==> config.mk <==
export PLATFORM = sky130hd
export DESIGN_NAME = i2c_cfg_sequencer
export DESIGN_NICKNAME = d
export VERILOG_FILES = /design/src/rtl/i2c_cfg_pkg.sv /design/src/rtl/i2c_cfg_sequencer.sv
export SDC_FILE = /design/constraint.sdc
export NUM_CORES = 1
export LEC_CHECK = 0
export ABC_AREA = 1
export CAP_MARGIN = 20
export CORE_MARGIN = 2
export CORE_UTILIZATION = 30
export CTS_CLUSTER_DIAMETER = 150
export DETAILED_ROUTE_END_ITERATION = 8
export SKIP_CTS_REPAIR_TIMING = 1
export SYNTH_ARGS = -nofsm -noshare
export SYNTH_HDL_FRONTEND = slang
export SYNTH_SLANG_ARGS = --single-unit
==> constraint.sdc <==
create_clock -name clk_clk -period 2 [get_ports clk_clk]
set_input_delay 0.3 -clock clk_clk [delete_from_list [all_inputs] [get_ports clk_clk]]
set_output_delay 0.3 -clock clk_clk [all_outputs]
set_load 0.005 [all_outputs]
==> src/rtl/i2c_cfg_pkg.sv <==
// Shared definitions for the I2C clock-device configuration sequencer:
// engine command codes, sequencer states and table entry layout.
package i2c_cfg_pkg;

  localparam logic [1:0] CMD_START = 2'd0;
  localparam logic [1:0] CMD_WRITE = 2'd1;
  localparam logic [1:0] CMD_STOP  = 2'd2;

  // Table entry: {reg_addr, reg_data}
  localparam int ENT_REG_MSB  = 15;
  localparam int ENT_REG_LSB  = 8;
  localparam int ENT_DATA_MSB = 7;
  localparam int ENT_DATA_LSB = 0;

  typedef enum logic [3:0] {
    ST_IDLE,
    ST_FETCH,
    ST_LOAD,
    ST_START,
    ST_DEV,
    ST_REG,
    ST_DATA,
    ST_STOP,
    ST_NEXT,
    ST_FINISH
  } seq_state_e;

  function automatic logic [7:0] dev_wr_byte(input logic [6:0] addr);
    return {addr, 1'b0};
  endfunction

endpackage

==> src/rtl/i2c_cfg_sequencer.sv <==
// Walks the register table and programs the clock device through a byte-level
// I2C engine: START / dev addr / reg / data / STOP per entry, with NACK retries.
module i2c_cfg_sequencer
  import i2c_cfg_pkg::*;
#(
  parameter logic [6:0] DEV_ADDR  = 7'h6A,
  parameter int         ENTRIES   = 16,
  parameter int         IDX_W     = 4,
  parameter int         MAX_RETRY = 3
) (
  input  logic             clk_clk,
  input  logic             reset_reset_n,
  input  logic             start,
  output logic [IDX_W-1:0] tbl_addr,
  input  logic [15:0]      tbl_data,
  output logic             cmd_valid,
  input  logic             cmd_ready,
  output logic [1:0]       cmd_code,
  output logic [7:0]       cmd_data,
  input  logic             rsp_valid,
  input  logic             rsp_ack,
  output logic             busy,
  output logic             done,
  output logic             err,
  output logic [IDX_W-1:0] err_index,
  output logic             irq
);

  localparam int               RTY_W    = (MAX_RETRY < 1) ? 1 : $clog2(MAX_RETRY + 1);
  localparam logic [IDX_W-1:0] LAST_IDX = IDX_W'(ENTRIES - 1);
  localparam logic [RTY_W-1:0] RTY_MAX  = RTY_W'(MAX_RETRY);

  seq_state_e       state_q, state_d;
  logic [IDX_W-1:0] idx_q, idx_d;
  logic [RTY_W-1:0] retry_q, retry_d;
  logic             nack_q, nack_d;
  logic             rsp_wait_q, rsp_wait_d;
  logic [7:0]       reg_q, reg_d;
  logic [7:0]       data_q, data_d;
  logic [IDX_W-1:0] tbl_addr_q, tbl_addr_d;
  logic             cmd_valid_q, cmd_valid_d;
  logic [1:0]       cmd_code_q, cmd_code_d;
  logic [7:0]       cmd_data_q, cmd_data_d;
  logic             busy_q, busy_d;
  logic             done_q, done_d;
  logic             err_q, err_d;
  logic [IDX_W-1:0] err_index_q, err_index_d;
  logic             irq_q, irq_d;

  // Command issue request, applied after the state decode.
  logic             issue_en;
  seq_state_e       issue_st;
  logic [1:0]       issue_code;
  logic [7:0]       issue_data;

  always_comb begin
    state_d     = state_q;
    idx_d       = idx_q;
    retry_d     = retry_q;
    nack_d      = nack_q;
    rsp_wait_d  = rsp_wait_q;
    reg_d       = reg_q;
    data_d      = data_q;
    tbl_addr_d  = tbl_addr_q;
    cmd_valid_d = cmd_valid_q;
    cmd_code_d  = cmd_code_q;
    cmd_data_d  = cmd_data_q;
    done_d      = done_q;
    err_d       = err_q;
    err_index_d = err_index_q;
    irq_d       = 1'b0;
    issue_en    = 1'b0;
    issue_st    = ST_START;
    issue_code  = CMD_START;
    issue_data  = 8'h00;

    case (state_q)
      ST_IDLE: begin
        if (start) begin
          done_d     = 1'b0;
          err_d      = 1'b0;
          idx_d      = '0;
          retry_d    = '0;
          tbl_addr_d = '0;
          state_d    = ST_FETCH;
        end
      end
      ST_FETCH: state_d = ST_LOAD;
      ST_LOAD: begin
        reg_d    = tbl_data[ENT_REG_MSB:ENT_REG_LSB];
        data_d   = tbl_data[ENT_DATA_MSB:ENT_DATA_LSB];
        nack_d   = 1'b0;
        issue_en = 1'b1;
      end
      ST_START, ST_DEV, ST_REG, ST_DATA, ST_STOP: begin
        if (cmd_valid_q) begin
          if (cmd_ready) begin
            cmd_valid_d = 1'b0;
            rsp_wait_d  = 1'b1;
          end
        end else if (rsp_wait_q && rsp_valid) begin
          rsp_wait_d = 1'b0;
          case (state_q)
            ST_START: begin
              issue_en   = 1'b1;
              issue_st   = ST_DEV;
              issue_code = CMD_WRITE;
              issue_data = dev_wr_byte(DEV_ADDR);
            end
            ST_DEV, ST_REG: begin
              issue_en = 1'b1;
              if (!rsp_ack) begin
                nack_d     = 1'b1;
                issue_st   = ST_STOP;
                issue_code = CMD_STOP;
              end else begin
                issue_st   = (state_q == ST_DEV) ? ST_REG : ST_DATA;
                issue_code = CMD_WRITE;
                issue_data = (state_q == ST_DEV) ? reg_q : data_q;
              end
            end
            ST_DATA: begin
              nack_d     = !rsp_ack;
              issue_en   = 1'b1;
              issue_st   = ST_STOP;
              issue_code = CMD_STOP;
            end
            default: begin
              // STOP completed: entry done, replay it, or give up
              if (!nack_q) begin
                state_d = ST_NEXT;
              end else if (retry_q < RTY_MAX) begin
                retry_d  = retry_q + 1'b1;
                nack_d   = 1'b0;
                issue_en = 1'b1;
              end else begin
                err_d       = 1'b1;
                err_index_d = idx_q;
                irq_d       = 1'b1;
                state_d     = ST_IDLE;
              end
            end
          endcase
        end
      end
      ST_NEXT: begin
        if (idx_q == LAST_IDX) begin
          done_d  = 1'b1;
          irq_d   = 1'b1;
          state_d = ST_FINISH;
        end else begin
          idx_d      = idx_q + 1'b1;
          tbl_addr_d = idx_q + 1'b1;
          retry_d    = '0;
          state_d    = ST_FETCH;
        end
      end
      ST_FINISH: state_d = ST_IDLE;
      default:   state_d = ST_IDLE;
    endcase

    if (issue_en) begin
      state_d     = issue_st;
      cmd_valid_d = 1'b1;
      cmd_code_d  = issue_code;
      cmd_data_d  = issue_data;
    end

    busy_d = (state_d != ST_IDLE);
  end

  always_ff @(posedge clk_clk or negedge reset_reset_n) begin
    if (!reset_reset_n) begin
      state_q     <= ST_IDLE;
      idx_q       <= '0;
      retry_q     <= '0;
      nack_q      <= 1'b0;
      rsp_wait_q  <= 1'b0;
      reg_q       <= 8'h00;
      data_q      <= 8'h00;
      tbl_addr_q  <= '0;
      cmd_valid_q <= 1'b0;
      cmd_code_q  <= CMD_START;
      cmd_data_q  <= 8'h00;
      busy_q      <= 1'b0;
      done_q      <= 1'b0;
      err_q       <= 1'b0;
      err_index_q <= '0;
      irq_q       <= 1'b0;
    end else begin
      state_q     <= state_d;
      idx_q       <= idx_d;
      retry_q     <= retry_d;
      nack_q      <= nack_d;
      rsp_wait_q  <= rsp_wait_d;
      reg_q       <= reg_d;
      data_q      <= data_d;
      tbl_addr_q  <= tbl_addr_d;
      cmd_valid_q <= cmd_valid_d;
      cmd_code_q  <= cmd_code_d;
      cmd_data_q  <= cmd_data_d;
      busy_q      <= busy_d;
      done_q      <= done_d;
      err_q       <= err_d;
      err_index_q <= err_index_d;
      irq_q       <= irq_d;
    end
  end

  assign tbl_addr  = tbl_addr_q;
  assign cmd_valid = cmd_valid_q;
  assign cmd_code  = cmd_code_q;
  assign cmd_data  = cmd_data_q;
  assign busy      = busy_q;
  assign done      = done_q;
  assign err       = err_q;
  assign err_index = err_index_q;
  assign irq       = irq_q;

endmodule
### Yosys cells after proc, flatten, opt, wreduce, memory -nomap -nowiden

Cells that the tools add are included.
W data, S select, Z words.

* flip-flop bits (word level): 47
* input bits: 22
* output and inout bits: 23
* logic and storage cells: 133

* $add $sub $neg: 2
* $lt $le $gt $ge: 1
* equal/unequal tests: 21
* mux-type cells: 71
* bitwise operators: 3
* reduce and logical (&&, ||, !) cells: 20

Operator list (count)
* $mux W4: 10
* $mux W8: 5
* $mux W1: 28
* $mux W2: 13
* $ne A2 B2 Y1 const B: 11
* $pmux W4 S5: 1
* $eq A4 B3 Y1 const B: 4
* $pmux W8 S2: 1
* $pmux W2 S3: 2
* $pmux W1 S2: 5
* $reduce_bool A2 Y1: 5
* $mux W3: 3
* $pmux W3 S3: 1
* $reduce_and A3 Y1: 3
* $eq A4 B2 Y1 const B: 2
* $eq A4 B4 Y1 const B: 2
* $pmux W4 S2: 1
* $reduce_and A8 Y1: 1
* $reduce_and A7 Y1: 1
* $reduce_and A6 Y1: 1
* $reduce_and A5 Y1: 1
* $reduce_or A5 Y1: 1
* $add A4 B1 Y4 const B: 1
* $eq A4 B1 Y1 const B: 1
* other kinds (12): 14

### Longest topological paths before layout

Gate-level depths: netlist (run 1).

* word-level depth: 9
* mapped depth: 11
* depth with buffers taken out: 11

### Worst setup path before layout (run 1)

No wires, ideal clock.

* path kind: reg-to-reg
* start: reg state_q[3]
* end: reg busy_q (netlist: busy)
* library setup time: 0.128 ns
* data arrival time: 1.278 ns
* data required time: 1.872 ns
* path slack: 0.594 ns
* cell stages (with the launch flop): 11
* buffers on the path: 0
* clock period less this slack: 1.406 ns
* path through: dfrtp_1 > nor2_2 > nand2_2 > nand2_2 > inv_2 > nand2_1 > nand2_2 > nand2_1 > nor2_1 > nor2_1 > nand3_1

* cells in the longest elaborated chain, start to end: 9
* elaborated cells on any way between the ends: 31
* classes of those cells: 8 x eq/ne; 18 x mux; 5 x reduce/logical

RTL lines
* from (decl): RTL line i2c_cfg_sequencer.sv:33 `seq_state_e state_q, state_d;`
* from (signal assigned): RTL line i2c_cfg_sequencer.sv:191 `state_q <= state_d;`
* $eq A4 B3 Y1: RTL line i2c_cfg_sequencer.sv:77, i2c_cfg_sequencer.sv:103, i2c_cfg_sequencer.sv:117
* $mux W2: RTL line i2c_cfg_sequencer.sv:117 `issue_st = (state_q == ST_DEV) ? ST_REG : ST_DATA;`
* $mux W2: RTL line i2c_cfg_sequencer.sv:112 `if (!rsp_ack) begin`
* $pmux W3 S3: RTL line i2c_cfg_sequencer.sv:103 `case (state_q)`
* $mux W3: RTL line i2c_cfg_sequencer.sv:101 `end else if (rsp_wait_q && rsp_valid) begin`
* $mux W3: RTL line i2c_cfg_sequencer.sv:96 `if (cmd_valid_q) begin`
* $mux W3: RTL line i2c_cfg_sequencer.sv:77 `case (state_q)`
* $mux W4 *: RTL line i2c_cfg_sequencer.sv:162 `if (issue_en) begin`
* $reduce_bool A4 Y1 *: RTL line i2c_cfg_sequencer.sv:169 `busy_d = (state_d != ST_IDLE);`
* net busy_d: RTL line i2c_cfg_sequencer.sv:44 `logic busy_q, busy_d;`
* to (signal assigned): RTL line i2c_cfg_sequencer.sv:202 `busy_q <= busy_d;`
* to (decl): RTL line i2c_cfg_sequencer.sv:44

The timed path passes the listed nets; every way through them passes the cells marked *.
A chain may end at the register's enable or synchronous reset.

### Final worst setup path (run 1)

* start: reg state_q[0]
* end: reg busy_q (netlist: busy)

* elaborated cells on any way between the ends: 31
* classes of those cells: 8 x eq/ne; 18 x mux; 5 x reduce/logical

RTL lines (RTL line)
* $eq A4 B3 Y1 or $eq A4 B2 Y1 (tied branches): i2c_cfg_sequencer.sv:77, i2c_cfg_sequencer.sv:103
* $reduce_or A4 Y1 (no line)
* $mux W4 or $mux W1 (tied branches): i2c_cfg_sequencer.sv:103
* $mux W4 or $mux W1 (tied branches): i2c_cfg_sequencer.sv:101
* $mux W4 or $mux W1 (tied branches): i2c_cfg_sequencer.sv:96
* $pmux W4 S5 or $pmux W1 S2 (tied branches): i2c_cfg_sequencer.sv:77
* $mux W4 *: i2c_cfg_sequencer.sv:162
* net state_d[3]: i2c_cfg_sequencer.sv:33
* $reduce_bool A4 Y1 *: i2c_cfg_sequencer.sv:169
* net busy_d: i2c_cfg_sequencer.sv:44

Marked as above.

==> results.sh, run 1 <==
export IMPL_setup_viol=0
export IMPL_power_density_nw_per_um2=1380
export IMPL_rows=31
export IMPL_syn_to_final_growth_pct=29.2
export IMPL_yosysWarnings=0
export IMPL_timing_hold_violations_final=0
export IMPL_cp_arrival_ns=1.96
export IMPL_start_util_pct=31.2
export IMPL_num_io_pins=45
export IMPL_clk_path_buf_depth=2
export IMPL_synth_top_area_share_pct=51.5
export IMPL_drt_wl_total_microns=5070
export IMPL_ant_nets=0
export IMPL_cts_max_level=2
export IMPL_io_buffers=44
export IMPL_gr_usage_all_layers_pct=13.3
export IMPL_synth_seq_cells=47
export IMPL_hold_class="input port to asynchronous set/reset pin"
export IMPL_dp_hpwl_microns=3880
export IMPL_clkPwrFrac_pct=15.0
export IMPL_syn_inst=287
export IMPL_netlist_top_cells_area="dfrtp_1 (51%), nand2_1 (16%), nor2_1 (5.4%)"
export IMPL_startpoint="state_q[0]$_DFF_PN0_"
export IMPL_clkSlewWorstSetupHoldPaths_ns=0.09
export IMPL_ir_drop_mv=0.466
export IMPL_grt_max_degree=48
export IMPL_insertion_delay_ns=0.31
export IMPL_grt_pass1_vias=1977
export IMPL_wl_per_cell_microns=11.5
export IMPL_end_kind="flip-flop"
export IMPL_ys_seq_area_share_pct=51.5
export IMPL_core_region_area_sq_um=7330
export IMPL_worstSetupStartpointType="flip-flop"
export IMPL_via_count=1983
export IMPL_sw_frac_of_total_pct=41.7
export IMPL_drive_gt1_share_pct=10.0
export IMPL_drv_cap=0
export IMPL_antenna_found_initial=0
export IMPL_p_leak_nw=1.44
export IMPL_internal_power_mw=2.38
export IMPL_grt_pass1_wl_microns=8980
export IMPL_stdcell_area_sq_um=2950
export IMPL_period_share_pct=85.7
export IMPL_gp_congestion=0.887
export IMPL_status="finished clean"
export IMPL_dieArea_sq_um=8330
export IMPL_place_area_sq_um=2860
export IMPL_grt_overflow=0
export IMPL_nets=363
export IMPL_ys_types=30
export IMPL_die_y_microns=91.3
export IMPL_root_buffer="clkbuf_8"
export IMPL_min_period_ns=1.71
export IMPL_fmax_ghz=0.584
export IMPL_drc_errors=0
export IMPL_switchingPower_mw=1.70
export IMPL_reg2reg_from="state_q[0]$_DFF_PN0_"
export IMPL_crit_required_ns=2.24
export IMPL_finish_utilization_pct=40.3
export IMPL_synth_area_per_cell_sq_um=7.96
export IMPL_first_iter_violations=88
export IMPL_worstMarginPinSlew_ns=0.604
export IMPL_num_antenna_cells=0
export IMPL_cts_tree="built"
export IMPL_setup_tns_ns=0
export IMPL_die_w_microns=91.3
export IMPL_cts_made_buffers=5
export IMPL_syn_area_sq_um=2280
export IMPL_rsz0062_at_grt="false"
export IMPL_clock_skew_ns=0.00951
export IMPL_yosysTopAreaCell="dfrtp_1"
export IMPL_syn_nets=311
export IMPL_maxSlewViolCount=0
export IMPL_critPathMaxFanout=6
export IMPL_via_per_inst=4.52
export IMPL_crit_type="flip-flop to flip-flop"
export IMPL_slew_headroom_pct=59.7
export IMPL_place_inst=431
export IMPL_pwr_share_seq_pct=38.5
export IMPL_power_frac_comb_pct=46.5
export IMPL_dr_pass1_iters=4
export IMPL_fin_cells=439
export IMPL_clock_sinks=47
## registers in the layout (all words and copies together) (netlist names), 2 cells and up
register / flops
retry_q: 2
state_q: 4
err_index: 4
cmd_code: 2
cmd_data: 8
tbl_addr: 4
reg_q: 8
data_q: 8
## per-layer routing
metal | part of all wire [%] | up-vias | global-route usage (%)
li1 | - | 1013 | -
met1 | 46 | 926 | 16.7
met2 | 49 | 42 | 22.8
met3 | 3.8 | 2 | 2.74
met4 | 0.49 | 0 | 3.91
met5 | 0 | - | 0
## layout make-up
| cell class | count | area, sq um |
|---|---|---|
| sequential | 47 | 1180 |
| timing repair buffer | 50 | 480 |
| inverter | 30 | 113 |
| tap | 99 | 124 |
| multi-input combinational | 205 | 963 |
| clock buffer | 5 | 68.8 |
| fill | 758 | 4380 |
| clock inverter | 3 | 27.5 |
## logic make-up after synthesis
kind of cell,count (synthesis),share of synthesized area (%)
buffers and inverters,35,6.35
adder cells (fa/ha/maj),2,1.10
XOR/XNOR,1,0.383
AO/OA/AOI/OAI,39,9.86
flip-flops,47,51.5
AND/OR/NAND/NOR,162,30.2
multiplexers,1,0.657
## cell usage after synthesis, drive strengths merged
cell	n
nor2	39
nand3	15
nand3b	2
dfrtp	47
o21ai	23
nor3	2
xor2	1
a21oi	7
or2	1
ha	2
o31ai	4
clkbuf	1
a31oi	3
buf	4
nand4	1
mux2	1
nand2	102
a32o	1
inv	30
a211oi	1
## worst max-delay path: stages, from the launching register on
cell and delay (ns):
dfrtp_1 0.47, nor2_2 0.25, nand2_1 0.17, nor2_2 0.18, nand4_1 0.21, o21ai_0 0.21, nor2_1 0.09, nand3_1 0.08
## placed cells by master, fill, tap and decap left out, types with 2 or more instances in the layout
cell type        instances
nand2_1                 98
dfrtp_1                 47
clkdlybuf4s50_1         43
nor2_1                  33
inv_1                   27
o21ai_0                 20
nand3_1                 13
a21oi_1                  6
buf_4                    6
nor2_2                   5
clkbuf_8                 5
nand2_2                  4
o31ai_1                  4
inv_2                    3
o21ai_1                  3
a31oi_1                  3
nand3b_1                 2
nor3_1                   2
ha_1                     2
## stage by stage
| stage | hold WS, ns | setup slack [ns] | power, mW |
|---|---|---|---|
| finish | 0.0814 | 0.287 | 4.08 |
| global route | 0.132 | 0.0409 | 4.49 |
| CTS | 0.0981 | 0.255 | 4.14 |
| floorplan | 0.00441 | 0.594 | 2.82 |
| detailed placement | 0.440 | 0.179 | 3.51 |
| global placement | 0.434 | 0.213 | 3.49 |
## worst paths after layout
kind | to | slack [ns] | depth (start not counted)
worst max-delay path | busy$_DFF_PN0_ | 0.29 | 7
worst min-delay path | err_index[2]$_DFFE_PN0P_ | 0.08 | 2
worst max register to register | busy$_DFF_PN0_ | 0.29 | 7
worst min register to register | data_q[5]$_DFFE_PN0N_ | 0.49 | 2
max in group asynchronous | state_q[2]$_DFF_PN0_ | 1.52 | 2
min in group clk_clk | data_q[5]$_DFFE_PN0N_ | 0.49 | 2
## power groups by stage
stage          logic [mW]  clock network [mW]  registers, mW
2_1_floorplan        1.28                   0           1.54
6_report             1.90               0.613           1.57
3_3_place_gp         1.90                   0           1.59
5_1_grt              2.18               0.686           1.63
3_5_place_dp         1.92                   0           1.59
4_1_cts              1.93               0.640           1.58
Power figures use the tool's default switching activity.
==> inputs of run 2 (changes only) <==
- ABC_AREA: 1 -> 0
==> results.sh, run 2 <==
export IMPL_cts_tree="built"
export IMPL_syn_to_final_growth_pct=35.5
export IMPL_dr_pass1_iters=4
export IMPL_fill_cells=738
export IMPL_cts_max_level=2
export IMPL_root_buffer="clkbuf_8"
export IMPL_via_count=1771
export IMPL_ir_drop_mv=0.505
export IMPL_start_util_pct=30.8
export IMPL_cp_slowest_stage_delay_ns=0.54
export IMPL_synth_most_common_cell="dfrtp_1"
export IMPL_grt_pass1_wl_microns=8700
export IMPL_cpMaxStageDelayCell="dfrtp_1"
export IMPL_antenna_found_initial=0
export IMPL_grt_pass1_vias=1795
export IMPL_rsz0062_at_grt="false"
export IMPL_clock_skew_ns=0.0115
export IMPL_worstRegToRegCells=5
export IMPL_ys_types=41
export IMPL_internal_power_mw=2.48
export IMPL_crit_type="flip-flop to flip-flop"
export IMPL_critPathTopFamily="simple AND/OR/NAND/NOR gates"
export IMPL_drt_wl_total_microns=5180
export IMPL_stdcell_area_sq_um=3010
export IMPL_r2r_slack_ns=0.18
export IMPL_async_reset_ff_share_pct=100
export IMPL_die_y_microns=90.0
export IMPL_switchingPower_mw=1.35
export IMPL_gr_usage_all_layers_pct=13.2
export IMPL_place_area_sq_um=2910
export IMPL_num_io_pins=45
export IMPL_synth_seq_cells=47
export IMPL_worstSetupStartpointType="flip-flop"
export IMPL_min_period_ns=1.82
export IMPL_drv_cap=0
export IMPL_final_common_cell="dfrtp_1"
export IMPL_rows=31
export IMPL_r2r_end="retry_q[0]$_DFFE_PN0P_"
export IMPL_cts_made_buffers=5
export IMPL_synth_area_per_cell_sq_um=10.7
export IMPL_drive_gt1_share_pct=14.0
export IMPL_reg2reg_from="state_q[0]$_DFF_PN0_"
export IMPL_timing_hold_violations_final=0
export IMPL_clock_sinks=47
export IMPL_synth_edff_count=0
export IMPL_io_buffers=44
export IMPL_pwr_share_seq_pct=42.4
export IMPL_end_kind="flip-flop"
export IMPL_gp_congestion=0.883
export IMPL_layout_setup_ws_ns=0.182
export IMPL_setup_tns_ns=0
export IMPL_cp_arrival_ns=2.01
export IMPL_clkPwrFrac_pct=15.8
export IMPL_grt_max_degree=48
export IMPL_layout_common_cells="dfrtp_1 (45), clkdlybuf4s50_1 (43), nand2_1 (23)"
export IMPL_yosysWarnings=0
export IMPL_nets=294
export IMPL_power_density_nw_per_um2=1270
export IMPL_path_buf_inv=1
export IMPL_synth_top_area_share_pct=53.0
export IMPL_num_antenna_cells=0
export IMPL_crit_required_ns=2.19
export IMPL_cp_cell_sequence="nor3_2 -> inv_2 -> or3_1 -> o211ai_2 -> mux2_1"
export IMPL_syn_nets=231
export IMPL_slew_headroom_pct=60.5
export IMPL_maxSlewViolCount=0
export IMPL_status="finished clean"
export IMPL_first_iter_violations=77
export IMPL_syn_inst=207
export IMPL_netlist_top_cells_area="dfrtp_1 (53%), mux2_1 (11%), nand2_1 (3.9%)"
export IMPL_drc_errors=0
export IMPL_hold_class="input port to asynchronous set/reset pin"
export IMPL_power_frac_comb_pct=41.9
export IMPL_dieArea_sq_um=8100
export IMPL_insertion_delay_ns=0.30
export IMPL_critPathMaxFanout=10
export IMPL_via_per_inst=4.79
export IMPL_sw_frac_of_total_pct=35.3
export IMPL_finalPower_mw=3.83
export IMPL_grt_overflow=0
export IMPL_clkSlewWorstSetupHoldPaths_ns=0.09
export IMPL_wl_per_cell_microns=14.0
export IMPL_setup_viol=0
export IMPL_dp_hpwl_microns=3780
export IMPL_yosysTopAreaCell="dfrtp_1"
export IMPL_place_ws_ns=-0.0854
export IMPL_synth_common_cells="dfrtp_1 (47), nand2_1 (23), mux2_1 (21)"
export IMPL_fmax_ghz=0.550
export IMPL_clk_path_buf_depth=2
export IMPL_ys_flop_type="dfrtp_1"
export IMPL_core_region_area_sq_um=7210
export IMPL_die_w_microns=90.0
export IMPL_syn_area_sq_um=2220
export IMPL_period_share_pct=90.9
export IMPL_finish_utilization_pct=41.7
export IMPL_p_leak_nw=1.29
export IMPL_ys_seq_area_share_pct=53.0
export IMPL_ant_nets=0
export IMPL_worstMarginPinSlew_ns=0.592
## run 2: cells by family (layout without fill, tap and decap cells)
group                      Yosys count  in the layout  share of synthesized area, %
AOI/OAI and AO/OA                   46             46                          14.1
adders and majority gates            2              2                          1.13
xor gates and xnor gates             1              1                         0.395
muxes                               26             26                          13.0
buffers and inverters               15             79                          2.93
DFF                                 47             47                          53.0
and+or+nand+nor                     70             70                          15.5
## run 2: how the worst max path moves through the flow
stage | from | end | cells after the start
finish | state_q[0]$_DFF_PN0_ | retry_q[0]$_DFFE_PN0P_ | 5
global route | retry_q[0]$_DFFE_PN0P_ | busy$_DFF_PN0_ | 6
CTS | state_q[1]$_DFF_PN0_ | busy$_DFF_PN0_ | 5
detailed placement | rsp_valid | busy$_DFF_PN0_ | 5
global placement | rsp_valid | busy$_DFF_PN0_ | 5
floorplan | state_q[0]$_DFF_PN0_ | retry_q[0]$_DFFE_PN0P_ | 6
## run 2: final cells by class
class	instances	area [sq um]	share of cell area, %
clock buffers	7	86.3	2.87
well taps	99	124	4.12
clock inverters	1	8.76	0.291
inverters	5	18.8	0.624
repair buffers	66	613	20.4
flip-flops and latches	47	1180	39.2
multi-input cells	145	978	32.5
## run 2: metrics by stage
stage               instances  hold WS (ns)
floorplan                 207       0.00441
global placement          362         0.432
detailed placement        362         0.437
CTS                       370         0.110
global route              370         0.140
finish                    370        0.0683
## run 2: layer usage
metal | vias to the layer above | GRT usage, % | share of wire, % | wire length (microns)
met2 | 48 | 20.8 | 47 | 2460
met3 | 6 | 3.19 | 4.6 | 238
li1 | 876 | - | - | -
met4 | 0 | 4.49 | 1.0 | 53
met5 | - | 0 | 0 | 0
met1 | 841 | 17.8 | 47 | 2430
## run 2: power by group through the flow
| stage | clock [mW] | combinational (mW) | sequential [mW] |
|---|---|---|---|
| detailed placement | 0 | 1.61 | 1.64 |
| global route | 0.674 | 1.78 | 1.68 |
| floorplan | 0 | 0.976 | 1.52 |
| finish | 0.604 | 1.60 | 1.62 |
| global placement | 0 | 1.60 | 1.64 |
| CTS | 0.630 | 1.62 | 1.62 |
